**config.mk**
```make
export PLATFORM = sky130hd
export DESIGN_NAME = tmr_counter_ctl_flat
export DESIGN_NICKNAME = d
export VERILOG_FILES = /design/src/rtl/tmr_counter_ctl_if.sv /design/src/rtl/tmr_counter_ctl.sv /design/src/flat_wrapper.sv
export SDC_FILE = /design/constraint.sdc
export NUM_CORES = 1
export LEC_CHECK = 0
export ABC_AREA = 1
export CORE_ASPECT_RATIO = 1.75
export CORE_MARGIN = 1
export CORE_UTILIZATION = 60
export DETAILED_ROUTE_END_ITERATION = 8
export DONT_BUFFER_PORTS = 1
export GPL_ROUTABILITY_DRIVEN = 0
export PLACE_DENSITY = 0.76
export SLEW_MARGIN = 20
export SYNTH_ARGS = -nofsm -noshare
export SYNTH_HDL_FRONTEND = slang
export SYNTH_SLANG_ARGS = --single-unit
```
**constraint.sdc**
```tcl
create_clock -name clk -period 4 [get_ports clk]
set_input_delay 0.6 -clock clk [delete_from_list [all_inputs] [get_ports clk]]
set_output_delay 0.6 -clock clk [all_outputs]
set_load 0.005 [all_outputs]
```
**src/rtl/tmr_counter_ctl_if.sv**
```systemverilog
// tmr_counter_ctl_if: control and status bundle for tmr_counter_ctl.
// TMR_FAULT_INJECT_EN adds the inj_en/inj_sel/inj_mask injection signals.
interface tmr_counter_ctl_if #(
    parameter int WIDTH  = 32,
    parameter int FCNT_W = 8
);
    logic              en;
    logic              up;
    logic              clr;
    logic              load;
    logic [WIDTH-1:0]  load_val;
    logic              fault_clr;
    logic [WIDTH-1:0]  q_out;
    logic              tc;
    logic [2:0]        fault_sticky;
    logic [FCNT_W-1:0] fault_cnt;
    logic              multi_err;
`ifdef TMR_FAULT_INJECT_EN
    logic              inj_en;
    logic [1:0]        inj_sel;
    logic [WIDTH-1:0]  inj_mask;
    modport master (output en, up, clr, load, load_val, fault_clr, inj_en, inj_sel, inj_mask,
                    input q_out, tc, fault_sticky, fault_cnt, multi_err);
    modport slave  (input en, up, clr, load, load_val, fault_clr, inj_en, inj_sel, inj_mask,
                    output q_out, tc, fault_sticky, fault_cnt, multi_err);
`else
    modport master (output en, up, clr, load, load_val, fault_clr,
                    input q_out, tc, fault_sticky, fault_cnt, multi_err);
    modport slave  (input en, up, clr, load, load_val, fault_clr,
                    output q_out, tc, fault_sticky, fault_cnt, multi_err);
`endif
endinterface

```
**src/rtl/tmr_counter_ctl.sv**
```systemverilog
// tmr_counter_ctl: triple-redundant up/down modulo counter with voting, self-repair and fault status.
// Optional TMR_FAULT_INJECT_EN enables per-replica XOR fault injection.
module tmr_counter_ctl #(
    parameter int               WIDTH     = 32,
    parameter logic [WIDTH-1:0] MAX_COUNT = {WIDTH{1'b1}},
    parameter int               FCNT_W    = 8
) (
    input logic clk,
    input logic rst_n,
    tmr_counter_ctl_if.slave bus
);
    logic [WIDTH-1:0]  q0, q1, q2, r0, r1, r2, voted, nxt, m0, m1, m2;
    logic [2:0]        mis, sticky;
    logic [FCNT_W-1:0] fcnt;
    logic              multi, merr;
    assign r0 = q0;
    assign r1 = q1;
    assign r2 = q2;
    assign voted = (r0 & r1) | (r0 & r2) | (r1 & r2);
    assign mis = {r2 != voted, r1 != voted, r0 != voted};
    assign multi = (r0 != r1) && (r0 != r2) && (r1 != r2);
    // Every replica steps from the vote, so one upset replica is repaired on the next edge.
    assign nxt = bus.clr  ? '0 :
                 bus.load ? (bus.load_val > MAX_COUNT ? MAX_COUNT : bus.load_val) :
                 !bus.en  ? voted :
                 bus.up   ? (voted >= MAX_COUNT ? '0 : voted + 1'b1) :
                            (voted == '0 ? MAX_COUNT : voted - 1'b1);
`ifdef TMR_FAULT_INJECT_EN
    assign m0 = (bus.inj_en && bus.inj_sel == 2'd0) ? bus.inj_mask : '0;
    assign m1 = (bus.inj_en && bus.inj_sel == 2'd1) ? bus.inj_mask : '0;
    assign m2 = (bus.inj_en && bus.inj_sel == 2'd2) ? bus.inj_mask : '0;
`else
    assign m0 = '0;
    assign m1 = '0;
    assign m2 = '0;
`endif
    assign bus.q_out = voted;
    assign bus.tc = rst_n && bus.en && !bus.clr && !bus.load &&
                    (bus.up ? voted == MAX_COUNT : voted == '0);
    assign bus.fault_sticky = sticky;
    assign bus.fault_cnt = fcnt;
    assign bus.multi_err = merr;
    always_ff @(posedge clk or negedge rst_n)
        if (!rst_n) begin
            q0     <= '0;
            q1     <= '0;
            q2     <= '0;
            sticky <= '0;
            fcnt   <= '0;
            merr   <= 1'b0;
        end else begin
            q0     <= nxt ^ m0;
            q1     <= nxt ^ m1;
            q2     <= nxt ^ m2;
            sticky <= (bus.fault_clr ? 3'b000 : sticky) | mis;
            fcnt   <= bus.fault_clr ? FCNT_W'(|mis) : fcnt + FCNT_W'(|mis && fcnt != '1);
            merr   <= (!bus.fault_clr && merr) || multi;
        end
endmodule

```
**src/flat_wrapper.sv**
```systemverilog
// flat-port wrapper written by rule: the top's interface ports become plain ports
module tmr_counter_ctl_flat 
#(
    parameter int               WIDTH     = 32,
    parameter logic [WIDTH-1:0] MAX_COUNT = {WIDTH{1'b1}},
    parameter int               FCNT_W    = 8
)
  (clk, rst_n, bus_en, bus_up, bus_clr, bus_load, bus_load_val, bus_fault_clr, bus_q_out, bus_tc, bus_fault_sticky, bus_fault_cnt, bus_multi_err);
  tmr_counter_ctl_if #(.WIDTH(WIDTH), .FCNT_W(FCNT_W)) bus_i ();
  input logic clk;
  input logic rst_n;
  input wire logic [$bits(bus_i.en)-1:0] bus_en;
  input wire logic [$bits(bus_i.up)-1:0] bus_up;
  input wire logic [$bits(bus_i.clr)-1:0] bus_clr;
  input wire logic [$bits(bus_i.load)-1:0] bus_load;
  input wire logic [$bits(bus_i.load_val)-1:0] bus_load_val;
  input wire logic [$bits(bus_i.fault_clr)-1:0] bus_fault_clr;
  output wire logic [$bits(bus_i.q_out)-1:0] bus_q_out;
  output wire logic [$bits(bus_i.tc)-1:0] bus_tc;
  output wire logic [$bits(bus_i.fault_sticky)-1:0] bus_fault_sticky;
  output wire logic [$bits(bus_i.fault_cnt)-1:0] bus_fault_cnt;
  output wire logic [$bits(bus_i.multi_err)-1:0] bus_multi_err;
  assign bus_i.en = bus_en;
  assign bus_i.up = bus_up;
  assign bus_i.clr = bus_clr;
  assign bus_i.load = bus_load;
  assign bus_i.load_val = bus_load_val;
  assign bus_i.fault_clr = bus_fault_clr;
  assign bus_q_out = bus_i.q_out;
  assign bus_tc = bus_i.tc;
  assign bus_fault_sticky = bus_i.fault_sticky;
  assign bus_fault_cnt = bus_i.fault_cnt;
  assign bus_multi_err = bus_i.multi_err;
  tmr_counter_ctl #(.WIDTH(WIDTH), .MAX_COUNT(MAX_COUNT), .FCNT_W(FCNT_W)) u_core (.clk(clk), .rst_n(rst_n), .bus(bus_i));
endmodule
```
==> flow_summary_export.csv, run 1 <==
group,metric,value,unit
routing,postRouteAntennaNets,0,
finish,multi_input_area,2670,um^2
timing,layout_setup_ws,1.03,ns
place,pre_cts_ws,1.40,ns
global_routing,overflow,0,
routing,drt-met1-wl,4.41,mm
finish,area_delta_synth_final,0.223,%
synthesis,synth_top_family_by_area,"simple AND/OR/NAND/NOR gates",
synthesis,synth.cell_area,3930,um^2
synthesis,yosys.cell_types.count,28,
global_routing,grt_pass1_wl,21.0,mm
synthesis,syn_area_per_cell,5.42,um^2
clock_network,cts_inserted_buffers,5,
synthesis,synth.area.top_cells,"nand2_1 (27%), dfrtp_1 (21%), nand3_1 (11%)",
timing,fin_skew,0.00751,ns
clock_network,clock_latency,0.31,ns
floorplanning,start_util,62.6,%
synthesis,synth-xor-area-share,2.90,%
clock_network,post_cts_resized,0,
synthesis,synthMuxAreaShare,0,%
synthesis,synth-seq-cells,33,
floorplanning,fp-row-count,38,
synthesis,synth_cells,725,
timing,fin_crit_sh,74.3,%
routing,wl_met3,1.06,mm
synthesis,seq_area_frac_synth,21.0,%
setup_path,critPathMaxFanout,7,
floorplanning,ioPinCount,84,
clock_network,cts_hold_buf,1,
setup_path,critical_path_class,"reg2out",
place,dp_hpwl,9.76,mm
setup_path,r2r_slack,1.51,ns
finish,regArea,826,um^2
job,cap_violations,0,
finish,drive_gt1_share,5.25,%
finish,fillers,676,
setup_path,cp-end-kind,"primary output",
outcome,outcome,"finished clean",
floorplanning,die-area,6890,um^2
place,io_buffers,0,
timing,clock.fmax,336,MHz
synthesis,synthFlopType,"dfrtp_1",
synthesis,synth-adder-area-share,0.956,%
place,dp_cells,776,
clock_network,clk_pin_slew,0.07,ns
routing,first_pass_iters,5,
clock_network,clock_path_buffers,2,
routing,wirelength,13.0,mm
timing,rsz0062_at_grt,"no",
synthesis,yosys.area_share.simple,55.1,%
global_routing,track_usage,40.0,%
floorplanning,die_width,63.2,um
place,place_area,3840,um^2
routing,highest_layer,"met4",
hold_path,hold_path_class,"in2async",
finish,layout.cells.non_filler,785,
timing,tightest_slew,1.08,ns
synthesis,synth_edf_count,0,
synthesis,yosys.area.top_type,"nand2_1",
synthesis,synth_compound_area_share,8.00,%
routing,wl_met2,6.74,mm
clock_network,cts_tree,"built",
finish,finish.instance_area,3940,um^2
pwr,total_power,994,uW
routing,detail_route.wl_per_cell,16.6,um
global_routing,grt_max_degree,35,
global_routing,antenna_found_initial,0,
finish,fin_nets,746,
routing,drt_iter0_drc,464,
timing,relSlewSlack,27.7,%
global_routing,grt_pass1_vias,4308,
setup_path,critical_path_required,3.40,ns
clock_network,post_cts_buffers,0,
timing,tns,0,ns
timing,finalCriticalPeriod,2.97,ns
clock_network,cts.sinks,33,
timing,slew_violations,0,
synthesis,yosysWarnings,0,
clock_network,cts_max_level,2,
routing,num_vias,4580,
finish,n_antenna_cell,0,
timing,finalHoldViolations,0,
setup_path,arrival,2.37,ns
floorplanning,die_height,109,um
pwr,leakage,1.83,nW
pwr,vdd_drop_max,0.309,mV
pwr,power_per_cell_area,252,nW/um^2
synthesis,synthArstFlopShare,100,%
timing,setup-violations-final,0,
routing,vias_per_cell,5.83,
routing,remaining_drc_errors,0,
setup_path,start_kind,"flip-flop",
floorplanning,coreArea,6280,um^2
clock_network,root_buffer,"clkbuf_8",
synthesis,synth_top_area_share,27.4,%
## report_power, final
| group | switching (mW) | leakage (nW) | internal, mW | total (mW) |
|---|---|---|---|---|
| clock network | 0.135 | 0.0395 | 0.124 | 0.258 |
| registers | 0.0655 | 0.436 | 0.355 | 0.421 |
| logic | 0.215 | 1.36 | 0.0992 | 0.315 |
## cells in the final DEF (no fill, tap or decap)
| cell type | n |
|---|---|
| nor3_1 | 5 |
| a21oi_1 | 11 |
| nor2_4 | 6 |
| dfrtp_1 | 33 |
| nand2_1 | 287 |
| o21ai_0 | 39 |
| inv_1 | 58 |
| ha_1 | 3 |
| nand2_4 | 1 |
| nor2_1 | 100 |
| nand3_2 | 1 |
| xnor2_1 | 2 |
| buf_4 | 2 |
| nand4_1 | 6 |
| nand3b_1 | 2 |
| conb_1 | 11 |
| nand2_2 | 5 |
| clkbuf_1 | 3 |
| o21ai_1 | 10 |
| xor2_1 | 11 |
| nor2_2 | 14 |
| buf_12 | 1 |
| a31oi_1 | 1 |
| clkbuf_8 | 5 |
| a211oi_1 | 1 |
| inv_2 | 2 |
| nand3_1 | 85 |
## cell usage after synthesis, types with 6 or more instances
master    number
clkbuf_1      10
buf_2         15
a21oi_1       11
buf_4         11
nand3_1       85
o21ai_0       39
nand2_1      287
xor2_1        11
nand4_1        6
nor2_1       100
dfrtp_1       33
nor2_4         6
inv_1         58
o21ai_1       10
nor2_2        14
## sequential cells by signal (all words and copies together), names as in the netlist
signal and flops:
u_core.bus.multi_err 1, u_core.q1 32
## final timing paths
check,from,depth (start not counted),end
max in group asynchronous,rst_n,1,u_core.q1[9]$_DFFE_PN0P_
setup / recovery,u_core.q1[1]$_DFFE_PN0P_,9,bus_tc
min in group clk,bus_fault_clr,1,u_core.bus.multi_err$_DFF_PN0_
hold reg to reg,u_core.bus.multi_err$_DFF_PN0_,2,u_core.bus.multi_err$_DFF_PN0_
setup reg to reg,u_core.q1[23]$_DFFE_PN0P_,12,u_core.q1[24]$_DFFE_PN0P_
hold / removal,rst_n,1,u_core.q1[26]$_DFFE_PN0P_
## per-stage QoR
stage | utilization [%] | hold slack (ns)
3_3_place_gp | 61.1 | 0.305
3_5_place_dp | 61.1 | 0.305
5_1_grt | 62.7 | 0.136
6_report | 62.7 | 0.113
2_1_floorplan | - | 0.304
4_1_cts | 62.7 | 0.130
## cell type report
cell class	instances	area share [%]
Sequential cell	33	21.0
Multi-Input combinational cell	601	67.8
Inverter	60	5.72
Clock buffer	8	2.03
Tap cell	80	2.54
Timing Repair Buffer	3	0.890
## cells by family after synthesis
| group | count (synthesis) |
|---|---|
| other | 1 |
| AOI/OAI and AO/OA | 62 |
| xor gates and xnor gates | 13 |
| and+or+nand+nor | 512 |
| adders and majority gates | 3 |
| buffers and inverters | 101 |
| DFF | 33 |
## worst max-delay path: stages (launching register included)
cell,delay [ns]
dfrtp_1,0.53
ha_1,0.31
nand2_1,0.13
nor2_4,0.16
nand2_4,0.09
nor2_2,0.17
nand2_2,0.12
nor2_2,0.11
nand3_1,0.13
a211oi_1,0.33
## metal layers
metal,global-route usage [%],up-vias
met5,0,-
met4,30.6,0
met3,6.80,60
met2,70.7,265
met1,41.8,2043
li1,-,2212
(Power assumes the default switching activity.)
==> run 2: changes to the inputs <==
CORE_UTILIZATION = 59   (was 60)
PLACE_DENSITY = 0.78   (was 0.76)
clock period = 2.6 ns   (was 4 ns; I/O delays follow)
==> flow_summary_export.csv, run 2 (same netlist as run 1, synthesis figures left out) <==
group,metric,value,unit
routing,first_pass_iters,8,
routing,detail_route.wl_per_cell,17.3,um
pwr,clockPowerShare,33.5,%
place,io_buffers,0,
place,dp_cells,791,
floorplanning,die_height,110,um
outcome,outcome,"finished clean",
floorplanning,start_util,60.5,%
setup_path,start_kind,"flip-flop",
clock_network,clock_path_buffers,2,
global_routing,grt_pass1_wl,22.7,mm
finish,fillers,641,
hold_path,holdPathStages,1,
setup_path,critical_path_class,"reg2out",
global_routing,grt_max_degree,35,
clock_network,post_cts_buffers,0,
setup_path,crit_slowest_cell,"dfrtp_2",
finish,top_register,"u_core.q1",
setup_path,critPathMaxFanout,7,
routing,remaining_drc_errors,0,
clock_network,cts_inserted_buffers,5,
finish,finish.instance_area,4110,um^2
finish,drive_gt1_share,7.37,%
timing,tns,0,ns
timing,fin_hold_ws,0.159,ns
routing,postRouteAntennaNets,0,
timing,fin_crit_sh,98.1,%
hold_path,hold_path_class,"in2reg",
global_routing,grt_pass1_vias,4703,
global_routing,antenna_found_initial,0,
setup_path,cp-end-kind,"primary output",
timing,rsz0062_at_grt,"no",
timing,clock.fmax,392,MHz
finish,n_antenna_cell,0,
pwr,seq_power_share,36.0,%
clock_network,clock_latency,0.29,ns
routing,vias_per_cell,5.94,
pwr,p_int,1.07,mW
setup_path,worstRegToRegCells,12,
floorplanning,die-area,7000,um^2
pwr,combPwrFrac,30.6,%
floorplanning,fp-row-count,39,
pwr,switching_share,38.6,%
clock_network,cts_tree,"built",
timing,slew_violations,0,
finish,final_cell_mix,"nand2_1 (287), nor2_1 (100), nand3_1 (85)",
global_routing,overflow,0,
setup_path,crit_top_cell,"nor2_2",
setup_path,critical_path_required,2.21,ns
finish,area_delta_synth_final,4.68,%
finish,fin_nets,760,
pwr,power.switching,674,uW
pwr,power_per_cell_area,425,nW/um^2
floorplanning,die_width,63.7,um
pwr,vdd_drop_max,0.333,mV
routing,num_vias,4756,
place,place_area,3940,um^2
finish,final_common_cell,"nand2_1",
setup_path,arrival,2.16,ns
setup_path,cpPeakStageDelay,0.45,ns
setup_path,path_cells,"ha_2, nand2_1, nor2_4, nand2_4, nor2_2, nand2_2, nor2_2, nand3_1, a211oi_2",
floorplanning,coreArea,6490,um^2
place,dp_hpwl,10.0,mm
pwr,leakage,1.93,nW
job,cap_violations,0,
timing,finalCriticalPeriod,2.55,ns
clock_network,root_buffer,"clkbuf_16",
clock_network,cts.sinks,33,
timing,tightest_slew,0.520,ns
floorplanning,ioPinCount,84,
clock_network,cts_max_level,2,
timing,relSlewSlack,65.2,%
finish,largest_register_ffs,32,
timing,finalHoldViolations,0,
finish,layout.cells.non_filler,801,
global_routing,track_usage,42.7,%
routing,drt_iter0_drc,459,
clock_network,clk_pin_slew,0.05,ns
timing,setup-violations-final,0,
routing,wirelength,13.9,mm
timing,fin_skew,0.00318,ns
-- run 2: worst paths after layout --
kind                                                 from                             end  slack, ns
max                              u_core.q1[1]$_DFFE_PN0P_                          bus_tc       0.05
min                                         bus_fault_clr  u_core.bus.multi_err$_DFF_PN0_       0.16
max reg2reg                      u_core.q1[8]$_DFFE_PN0P_       u_core.q1[29]$_DFFE_PN0P_       0.19
min reg2reg                u_core.bus.multi_err$_DFF_PN0_  u_core.bus.multi_err$_DFF_PN0_       0.51
max in group asynchronous                           rst_n        u_core.q1[1]$_DFFE_PN0P_       1.83
min in group asynchronous                           rst_n       u_core.q1[25]$_DFFE_PN0P_       0.56
-- run 2: power groups by stage --
stage	Combinational [mW]	Sequential [mW]	Clock, mW
CTS	0.520	0.625	0.585
finish	0.534	0.629	0.585
global route	0.597	0.634	0.601
global placement	0.485	0.632	0
detailed placement	0.499	0.634	0
floorplan	0.421	0.603	0
-- run 2: worst max-delay path, delay by kind of cell (launching register included) --
| kind | cells | cell delay, ns |
|---|---|---|
| AND/OR/NAND/NOR | 7 | 0.89 |
| AO/OA/AOI/OAI | 1 | 0.26 |
| adder cells (fa/ha/maj) | 1 | 0.26 |
| flip-flops | 1 | 0.45 |
-- run 2: per-layer routing --
metal / share of wire [%] / track usage [%] / up-vias / routed length (um)
met1: 34 / 42.8 / 2125 / 4670
met3: 8.5 / 10.5 / 84 / 1190
met5: 0 / 0.781 / - / 0
li1: - / - / 2239 / -
met4: 7.0 / 33.1 / 0 / 972
met2: 51 / 74.7 / 308 / 7060
-- run 2: per-stage QoR --
step | power [mW] | setup WS, ns | utilization, %
after global placement | 1.12 | 0.282 | 60.7
after CTS | 1.73 | 0.00283 | 63.2
after global routing | 1.83 | 0.00125 | 63.4
after detailed placement | 1.13 | 0.202 | 60.7
after floorplan | 1.02 | 0.572 | -
final | 1.75 | 0.0499 | 63.4
-- run 2: layout make-up --
cell class	count	area, um^2	share of cell area, %
flip-flops and latches	33	827	20.1
well taps	82	103	2.50
clock buffers	8	136	3.32
repair buffers	17	143	3.47
multi-input cells	601	2680	65.1
inverters	60	225	5.48
-- run 2: timing repair --
action,CTS,global route
hold endpoints to repair,33,0
resized for setup,1,2
pin swaps,0,0
endpoints found under the setup margin,1,1
hold buffers,2,0
